===== src/rtl/dm_defs_pkg.sv =====
// Shared definitions for the data-memory port arbiter: access-mode codes and
// the read-return owner encoding.
package dm_defs;

   typedef enum logic [2:0] {
      BY_WORD   = 3'd0,
      BY_HALF   = 3'd1,
      BY_HALF_U = 3'd2,
      BY_BYTE   = 3'd3,
      BY_BYTE_U = 3'd4
   } dm_mode_e;

   typedef enum logic [1:0] {
      OWN_NONE = 2'd0,
      OWN_C    = 2'd1,
      OWN_D    = 2'd2
   } owner_e;

endpackage


===== src/rtl/dm_starve_timer.sv =====
// Saturating count of consecutive denied request cycles; at_limit flags that
// the requester must be forced to win this cycle.
module dm_starve_timer #(
   parameter int LIMIT = 8
) (
   input  logic clk,
   input  logic rst,
   input  logic req,
   input  logic gnt,
   output logic at_limit
);

   logic [7:0] count;

   // NOTE: sequential state uses non-blocking assignments so every flop samples pre-edge values.
   always_ff @(posedge clk or posedge rst) begin
      if (rst) begin
         count <= '0;
      end else if (!req || gnt) begin
         count <= '0;
      end else if (count != 8'(LIMIT)) begin
         count <= count + 8'd1;
      end
   end

   assign at_limit = (count == 8'(LIMIT));

endmodule


===== src/rtl/dm_port_arbiter.sv =====
// Two-port (C = CPU, D = debug/DMA) arbiter in front of a single-port data
// memory. Optional grant/conflict statistics when DM_ARB_STATS_EN is defined.
module dm_port_arbiter
   import dm_defs::*;
#(
   parameter int ADDR_W       = 15,
   parameter int DEPTH        = 4096,
   parameter int STARVE_LIMIT = 8
) (
   input  logic              clk,
   input  logic              rst,
   input  logic              c_req,
   input  logic              c_we,
   input  logic [ADDR_W-1:0] c_addr,
   input  logic [31:0]       c_wdata,
   input  logic [2:0]        c_mode,
   output logic              c_gnt,
   output logic              c_rvalid,
   output logic [31:0]       c_rdata,
   output logic              c_err,
   input  logic              d_req,
   input  logic              d_we,
   input  logic [ADDR_W-1:0] d_addr,
   input  logic [31:0]       d_wdata,
   input  logic [2:0]        d_mode,
   output logic              d_gnt,
   output logic              d_rvalid,
   output logic [31:0]       d_rdata,
   output logic              d_err,
`ifdef DM_ARB_STATS_EN
   input  logic              stat_clr,
   output logic [31:0]       stat_c_cnt,
   output logic [31:0]       stat_d_cnt,
   output logic [31:0]       stat_conf_cnt,
`endif
   output logic              m_we,
   output logic [ADDR_W-1:0] m_addr,
   output logic [31:0]       m_din,
   output logic [2:0]        m_mode,
   input  logic [31:0]       m_dout
);

   logic   at_limit;
   logic   c_oob, d_oob;
   logic   c_err_q, d_err_q;
   owner_e state_q, state_d;

   assign c_oob = (c_addr >= ADDR_W'(DEPTH));
   assign d_oob = (d_addr >= ADDR_W'(DEPTH));

   // Grants are suppressed during reset so nothing reaches memory while rst is high.
   assign d_gnt = !rst && d_req && (at_limit || !c_req);
   assign c_gnt = !rst && c_req && !d_gnt;

   dm_starve_timer #(.LIMIT(STARVE_LIMIT)) u_starve (
      .clk      (clk),
      .rst      (rst),
      .req      (d_req),
      .gnt      (d_gnt),
      .at_limit (at_limit)
   );

   always_comb begin
      // NOTE: every combinational output gets a default first so no latch is inferred.
      m_we   = 1'b0;
      m_addr = '0;
      m_din  = '0;
      m_mode = '0;
      if (c_gnt) begin
         m_we   = c_we && !c_oob;
         m_addr = c_addr;
         m_din  = c_wdata;
         m_mode = c_mode;
      end else if (d_gnt) begin
         m_we   = d_we && !d_oob;
         m_addr = d_addr;
         m_din  = d_wdata;
         m_mode = d_mode;
      end
   end

   always_comb begin
      state_d = OWN_NONE;
      if (c_gnt && !c_we)      state_d = OWN_C;
      else if (d_gnt && !d_we) state_d = OWN_D;
   end

   always_ff @(posedge clk or posedge rst) begin
      if (rst) begin
         state_q <= OWN_NONE;
         c_err_q <= 1'b0;
         d_err_q <= 1'b0;
      end else begin
         state_q <= state_d;
         c_err_q <= c_gnt && c_oob;
         d_err_q <= d_gnt && d_oob;
      end
   end

   // Out-of-range reads still return a beat, but with zeroed data.
   assign c_rvalid = (state_q == OWN_C);
   assign d_rvalid = (state_q == OWN_D);
   assign c_rdata  = (c_rvalid && !c_err_q) ? m_dout : 32'd0;
   assign d_rdata  = (d_rvalid && !d_err_q) ? m_dout : 32'd0;
   assign c_err    = c_err_q;
   assign d_err    = d_err_q;

`ifdef DM_ARB_STATS_EN
   always_ff @(posedge clk or posedge rst) begin
      if (rst) begin
         stat_c_cnt    <= '0;
         stat_d_cnt    <= '0;
         stat_conf_cnt <= '0;
      end else if (stat_clr) begin
         stat_c_cnt    <= '0;
         stat_d_cnt    <= '0;
         stat_conf_cnt <= '0;
      end else begin
         if (c_gnt)          stat_c_cnt    <= stat_c_cnt + 32'd1;
         if (d_gnt)          stat_d_cnt    <= stat_d_cnt + 32'd1;
         if (c_req && d_req) stat_conf_cnt <= stat_conf_cnt + 32'd1;
      end
   end
`endif

endmodule

===== config.mk =====
export PLATFORM = sky130hd
export DESIGN_NAME = dm_port_arbiter
export DESIGN_NICKNAME = d
export VERILOG_FILES = /design/src/rtl/dm_defs_pkg.sv /design/src/rtl/dm_starve_timer.sv /design/src/rtl/dm_port_arbiter.sv
export SDC_FILE = /design/constraint.sdc
export NUM_CORES = 1
export LEC_CHECK = 0
export ABC_CLOCK_PERIOD_IN_PS = 6920
export BUFFER_PORTS_ARGS = -buffer_cell sky130_fd_sc_hd__buf_2
export CAP_MARGIN = 20
export CORE_AREA = 3 3 98 100
export CTS_CLUSTER_DIAMETER = 100
export DETAILED_ROUTE_END_ITERATION = 10
export DIE_AREA = 0 0 101 103
export PLACE_DENSITY_LB_ADDON = 0.25
export SLEW_MARGIN = 20
export SYNTH_ARGS = -nofsm -noshare
export SYNTH_HDL_FRONTEND = slang
export SYNTH_HIERARCHICAL = 1
export SYNTH_SLANG_ARGS = --single-unit

===== constraint.sdc =====
create_clock -name clk -period 6.92 [get_ports clk]
set_clock_uncertainty 0.2 [all_clocks]
set_input_delay 0.346 -clock clk [delete_from_list [all_inputs] [get_ports clk]]
set_output_delay 0.346 -clock clk [all_outputs]
set_load 0.01 [all_outputs]

After elaboration in Yosys (flattened, before gate mapping)
Index checks and enable logic that the tools add are counted.

word-level totals
  bits of input ports = 138
  bits in registers = 12
  output and inout port bits = 121
  word-level logic and storage cells = 50

operators by class
  reduce and logical (&&, ||, !) cells = 25
  add/sub/neg operators = 1
  muxes and demuxes = 14
  $lt $le $gt $ge = 2
  equality and inequality tests = 4

operators with widths
  operator                count
  $mux W32                4
  $ge A15 B13 Y1 const B  2
  $mux W15                2
  $mux W8                 2
  $logic_and A1 B1 Y1     12
  $logic_not A1 Y1        10
  $add A8 B1 Y8 const B   1
  $eq A8 B4 Y1 const B    1
  $ne A8 B4 Y1 const B    1
  $mux W3                 2
  $mux W2                 2
  $eq A2 B1 Y1 const B    1
  $eq A2 B2 Y1 const B    1
  $logic_or A1 B1 Y1      2
  $mux W1                 2
  $reduce_bool A2 Y1      1

Longest topological paths before layout
Gate-level depths: netlist of run 1.

  depth after elaboration = 7
  gate-level depth with buffers = 11
  depth with buffers taken out = 8

Cells and area by module
The synthesis of run 1 kept the hierarchy.

by module, submodules not included
  module           cells each  instances  area an instance (µm²)  sequential area each (µm²)
  dm_port_arbiter  151         1          1173.6                  100.1
  dm_starve_timer  46          1          432.9                   200.2

Worst setup path after synthesis of run 1
No wires, ideal clock.

  kind = register to output
  start point = register u_starve.count[0]
  end point = output port m_addr[10]
  buffers on the path = 2
  setup slack = 4.461 ns
  required time = 6.374 ns
  stages on the path, launching flop included = 9
  arrival time = 1.913 ns
  cells stage by stage = dfrtp_1 -> inv_1 -> ha_1 -> and4bb_2 -> and2_1 -> buf_2 -> a211oi_4 -> buf_6 -> a22o_1

on the way
  word-level cells in the longest chain between the ends = 6
  elaborated cells on any way between the ends = 7
  those cells by class = eq/ne (1); mux (2); reduce/logical (4)

ends and longest elaborated chain
  what                    RTL line               text
  start, declared         dm_starve_timer.sv:13  logic [7:0] count;
  start signal, assigned  dm_starve_timer.sv:22  count <= count + 8'd1;
  $eq A8 B4 Y1            dm_starve_timer.sv:26  assign at_limit = (count == 8'(LIMIT));
  via at_limit            dm_port_arbiter.sv:43  logic at_limit;
  $logic_or A1 B1 Y1      dm_port_arbiter.sv:52  assign d_gnt = !rst && d_req && (at_limit || !c_req);
  $logic_and A1 B1 Y1     dm_port_arbiter.sv:52
  $logic_not A1 Y1        dm_port_arbiter.sv:53  assign c_gnt = !rst && c_req && !d_gnt;
  $logic_and A1 B1 Y1     dm_port_arbiter.sv:53
  via c_gnt               dm_port_arbiter.sv:17  output logic c_gnt,
  $mux W15                dm_port_arbiter.sv:69  if (c_gnt) begin
  end, declared           dm_port_arbiter.sv:37  output logic [ADDR_W-1:0] m_addr,

The timed path passes the listed nets, and every way through them passes these cells.

Worst setup path after layout of run 1
  start point = register u_starve.count[0]
  end point = output port m_din[30]

on the way
  word-level cells in the longest chain between the ends = 6
  elaborated cells on any way between the ends = 7
  those cells by class = eq/ne (1); mux (2); reduce/logical (4)

ends and longest elaborated chain
  what                     RTL line               text
  $eq A8 B4 Y1 (*)         dm_starve_timer.sv:26
  via at_limit             dm_port_arbiter.sv:43
  $logic_or A1 B1 Y1 (*)   dm_port_arbiter.sv:52
  $logic_and A1 B1 Y1 (*)  dm_port_arbiter.sv:52
  $logic_not A1 Y1         dm_port_arbiter.sv:53
  $logic_and A1 B1 Y1      dm_port_arbiter.sv:53
  $mux W32 (*)             dm_port_arbiter.sv:69
  end, declared            dm_port_arbiter.sv:38  output logic [31:0] m_din,

Mark *: on every way through the listed nets, which the timed path passes. The rest lies on a longest branch.

==> impl_metrics.ini, run 1 <==
[hold_path]
hold_path.class = input port to flop
holdPathStages = 2
hold_path_end = state_q[1]$_DFF_PP0_
holdCritStartpoint = d_we

[sta]
finalSetupViolCount = 0
worst_pin_slew_ps = 722
period_minus_slack_ps = 2990
fin_tns_setup_ps = 0
rsz0062_at_grt = no
max_slew_margin_pct = 51.8
min_period_over_period_pct = 43.2
fin_ws_ps = 3930
slew_violations = 0
max_freq_ghz = 0.334
hold_violations = 0

[floorplan]
initial_core_util_pct = 18.3
io_pins = 259
die_area_um2 = 10400
fp-row-count = 34
core_area_um2 = 8760
die_x_um = 101
die_h_um = 103

[power]
power_frac_comb_pct = 47.6
intPower_mw = 0.177
clkPwrFrac_pct = 23.8
switchingPower_mw = 0.0872
p_sw_share_pct = 33.0
p_seq_share_pct = 28.6
powerDensity_nw_per_um2 = 88.7
vdd_ir_drop_max_v = 0.0000398
p_leak_nw = 1.88

[route]
drcViolationCount = 0
via_per_inst = 4.35
vias = 2399
avgRoutedWirePerCell_um = 13.2
dr.pass1.iters = 4
wl_um = 7270
first_iter_violations = 65
postRouteAntennaNets = 0

[cells_and_area]
drive_above_1_share_pct = 60.5
nets = 585
antenna_cells = 0
final_common_cell = buf_2
fin_cells = 551
fin_area_um2 = 2980
area_delta_synth_final_pct = 85.4
final_core_util_pct = 34.0
nFillCells = 929
final_cell_mix = buf_2 (258), and2_1 (66), a22o_1 (50)

[setup_path]
reg2reg_to = c_err$_DFF_PP0_
r2r_start = u_starve/count[0]$_DFFE_PP0P_
worst-r2r-cell-count = 7
crit_type = flop to output port
rrSetupSlack_ps = 4640
crit_required_ps = 6370
cp.arrival_ps = 2450
cp-start-kind = flop
crit_fanout = 54
end_kind = output port

[global_routing]
antenna_found_initial = 0
grt_pass1_vias = 2068
grtUsageTotal_pct = 11.5
grt_first_pass_wirelength_um = 9730
grt_max_degree = 55
grt_overflow_total = 0

[yosys]
synth_area_leaders = a22o_1 (27%), and2_1 (26%), dfrtp_1 (19%)
synth_warnings = 6
synthesis.nets = 337
syn_inst = 197
synthDistinctLibCells = 30
async_flop_share_pct = 100
synth_edf_count = 0
yosys.area.top_type = a22o_1
netlist.area_leader.share_pct = 27.3
ys_seq_area_share_pct = 18.7
synth_area_um2 = 1610
synth_seq_cells = 12
syn-mean-instance-area_um2 = 8.16
synth_ff_type = dfrtp_1

[clock_network]
numCtsBuffers = 3
cts_max_level = 1
path_clk_slew_ps = 50
clk_latency_ps = 240
tritoncts = yes
root_buffer = clkbuf_8
post_cts_buffers = 0
cts.sinks = 12
clockBufferDepth = 2

[placement]
placed_cells = 547
dpl-instance-area_um2 = 2930
port_buffers = 258
dp.final_hpwl_um = 6370
place_congestion = 0.760
place_worst_setup_slack_ps = 4160

[run]
drv_cap = 0

[status]
status = finished, final reports clean
-- synth_stat cells (2+ instances only) --
| cell | n |
|---|---|
| xor2_1 | 2 |
| and2_1 | 66 |
| dfrtp_1 | 12 |
| o21ai_0 | 3 |
| a21oi_1 | 3 |
| nand3_1 | 4 |
| buf_6 | 5 |
| and2b_1 | 4 |
| inv_1 | 4 |
| nor3_1 | 4 |
| a22o_1 | 50 |
| nand2_1 | 4 |
| nor2_1 | 2 |
| nor2b_1 | 5 |
| ha_1 | 2 |
| buf_2 | 13 |
-- worst max-delay path, cell delays in order (launching register included) --
cell      delay [ps]
dfrtp_1          420
inv_1             80
ha_1             190
and4bb_2         220
and2_1           220
a211oi_4         210
buf_4            460
a22o_1           240
buf_2            140
-- sequential cells by signal, indices dropped and copies added (netlist names) --
| name | cells |
|---|---|
| state_q | 2 |
| u_starve/count | 8 |
| c_err | 1 |
| d_err | 1 |
-- worst max path at each step --
| stage | start | end | slack [ps] | cells after the start |
|---|---|---|---|---|
| 5_1_grt | u_starve/count[0]$_DFFE_PP0P_ | m_we | 3760 | 8 |
| 3_5_place_dp | u_starve/count[0]$_DFFE_PP0P_ | m_din[30] | 4160 | 8 |
| 3_3_place_gp | u_starve/count[0]$_DFFE_PP0P_ | m_mode[2] | 4210 | 8 |
| 6_report | u_starve/count[0]$_DFFE_PP0P_ | m_din[30] | 3930 | 8 |
| 4_1_cts | u_starve/count[0]$_DFFE_PP0P_ | m_din[30] | 3890 | 8 |
| 2_1_floorplan | u_starve/count[0]$_DFFE_PP0P_ | m_addr[10] | 4460 | 8 |
-- through the flow --
step | power, mW | hold slack, ps
3_3_place_gp | 0.203 | 88.8
3_5_place_dp | 0.204 | 88.8
5_1_grt | 0.283 | 62.4
2_1_floorplan | 0.134 | -79.7
6_report | 0.264 | 65.5
4_1_cts | 0.270 | 58.0
-- logic make-up (layout without fill, tap and decap cells) --
| group | count (synthesis) | count (layout) | share of synthesized area [%] |
|---|---|---|---|
| fa+ha+maj | 2 | 2 | 1.56 |
| compound gates | 60 | 60 | 32.1 |
| buf+inv | 23 | 269 | 8.72 |
| simple gates | 96 | 96 | 36.7 |
| mux | 1 | 1 | 0.623 |
| flops | 12 | 12 | 18.7 |
| xor+xnor | 3 | 3 | 1.64 |
-- layout make-up --
type | instances | area [um2] | share of cell area, %
clock buffers | 3 | 41.3 | 1.39
flip-flops and latches | 12 | 300 | 10.1
well taps | 108 | 135 | 4.54
repair buffers | 261 | 1320 | 44.2
multi-input cells | 162 | 1170 | 39.2
inverters | 5 | 18.8 | 0.630
-- power groups by stage --
stage          combinational, mW  sequential (mW)  clock, mW
6_report                   0.126           0.0755     0.0630
5_1_grt                    0.138           0.0756     0.0687
4_1_cts                    0.128           0.0753     0.0666
3_5_place_dp               0.128           0.0765          0
3_3_place_gp               0.126           0.0764          0
2_1_floorplan             0.0582           0.0761          0
-- layer usage --
layer,track usage [%],share of wire (%),vias up
li1,-,-,1197
met1,12.8,35,1040
met2,22.5,54,157
met3,1.49,10,5
met4,3.37,0.96,0
met5,0,0,-
-- timing repair --
| item | CTS | global route |
|---|---|---|
| hold endpoints to repair | 12 | 0 |
| gates resized for setup | 0 | 0 |
| hold buffers | 1 | 0 |
Note: power is estimated with default switching activity, not from simulation.
==> run 2: changes to the inputs <==
ABC_CLOCK_PERIOD_IN_PS = 2800   (was 6920)
CORE_AREA = 3 3 99 101   (was 3 3 98 100)
DIE_AREA = 0 0 102 104   (was 0 0 101 103)
clock period = 2.8 ns   (was 6.92 ns; I/O delays follow)
==> run 2 against run 1 <==
Worst hold slack worse by 50 ps. Final cell count is 1.3% higher. Count of clock-buffer cells in the layout stayed put. Via count is 0.54% lower.
==> impl_metrics.ini, run 2 (same netlist as run 1, synthesis figures left out) <==
[cells_and_area]
final_core_util_pct = 33.4
final_cell_mix = buf_2 (258), and2_1 (66), a22o_1 (50)
regMostFlops = u_starve/count
final_common_cell = buf_2
drive_above_1_share_pct = 60.6
biggestRegsByFlops = u_starve/count: 8 flops, state_q: 2 flops
nets = 589
largest_reg_flops = 8
area_delta_synth_final_pct = 89.3
antenna_cells = 0

[setup_path]
crit_type = flop to output port
crit_fanout = 22
crit_required_ps = 2460
cpMaxStageDelayCell = dfrtp_1
end_kind = output port
cp_cell_sequence = inv_1, ha_1, and4bb_2, and2_1, a211oi_4, buf_4, a22o_1, buf_2
cp-start-kind = flop
crit_family = buffers and inverters
cp.arrival_ps = 2260
cp_num_buf_inv = 3
max_stage_delay_ps = 430

[route]
via_per_inst = 4.28
wl_um = 7800
drcViolationCount = 0
avgRoutedWirePerCell_um = 14.0
first_iter_violations = 72
postRouteAntennaNets = 0
vias = 2386
dr.pass1.iters = 4

[sta]
worst_pin_slew_ps = 768
rsz0062_at_grt = no
max_freq_ghz = 0.385
finalSetupViolCount = 0
max_slew_margin_pct = 48.8
fin_tns_setup_ps = 0
min_period_over_period_pct = 92.8
slew_violations = 0
hold_violations = 0
finalHoldWorstSlack_ps = 15.3
period_minus_slack_ps = 2600

[power]
p_leak_nw = 1.90
vdd_ir_drop_max_v = 0.0000992
power_mw = 0.662
powerDensity_nw_per_um2 = 218

[global_routing]
grtUsageTotal_pct = 13.5
grt_max_degree = 33
grt_pass1_vias = 2289
grt_first_pass_wirelength_um = 11600
antenna_found_initial = 0
grt_overflow_total = 0

[clock_network]
numCtsBuffers = 3
clk_latency_ps = 240
clockBufferDepth = 2
cts_max_level = 1
root_buffer = clkbuf_8
tritoncts = yes
cts.sinks = 12
post_cts_buffers = 0
path_clk_slew_ps = 50

[floorplan]
fp-row-count = 35
io_pins = 259
initial_core_util_pct = 17.6
die_area_um2 = 10600
die_x_um = 102
die_h_um = 104
core_area_um2 = 9110

[status]
status = finished, final reports clean

[placement]
port_buffers = 258
dp.final_hpwl_um = 6880
place_congestion = 0.779

[run]
drv_cap = 0

[hold_path]
hold_path.class = input port to flop
## run 2: worst paths after layout
path                                                from                             to  slack, ps  depth (start not counted)
max reg2reg                u_starve/count[0]$_DFFE_PP0P_  u_starve/count[2]$_DFFE_PP0P_        570                          7
min in group asynchronous                            rst           state_q[1]$_DFF_PP0_        210                          3
min reg2reg                u_starve/count[7]$_DFFE_PP0P_  u_starve/count[7]$_DFFE_PP0P_        350                          2
max                        u_starve/count[0]$_DFFE_PP0P_                      m_din[31]        200                          8
max in group asynchronous                            rst  u_starve/count[6]$_DFFE_PP0P_       1900                          3
min                                           d_addr[12]                d_err$_DFF_PP0_         20                          3
## run 2: worst min-delay path, cell delays in order
cell and delay (ps):
buf_2 90, nor3_1 60, nor2b_1 110
## run 2: power breakdown
group / switching, mW / leakage, nW / internal [mW]
clock network: 0.0584 / 0.0216 / 0.0944
logic: 0.153 / 1.71 / 0.170
registers: 0.00686 / 0.163 / 0.180
## run 2: timing repair
item | in CTS | in global routing
hold buffers | 3 | 0
endpoints found under the setup margin | 0 | 24
gates resized for setup | 0 | 2
hold endpoints to repair | 14 | 0
## run 2: layer usage
| metal | routed length (um) | GRT usage (%) | up-vias |
|---|---|---|---|
| met5 | 0 | 0 | - |
| met4 | 40 | 2.81 | 0 |
| met3 | 787 | 3.35 | 2 |
| met2 | 4200 | 26.5 | 140 |
| met1 | 2770 | 13.9 | 1041 |
| li1 | - | - | 1203 |
## run 2: layout make-up
type | instances | area (um2)
Tap cell | 111 | 139
Inverter | 5 | 18.8
Sequential cell | 12 | 300
Multi-Input combinational cell | 162 | 1170
Timing Repair Buffer | 265 | 1370
Fill cell | 983 | 6070
Clock buffer | 3 | 41.3
## run 2: per-stage QoR
step           instance area (um2)  setup slack, ps  instances
4_1_cts                       3030              116        558
6_report                      3040              200        558
5_1_grt                       3040             8.04        558
2_1_floorplan                 1610              487        197
3_5_place_dp                  2960              374        552
3_3_place_gp                  2960              457        552
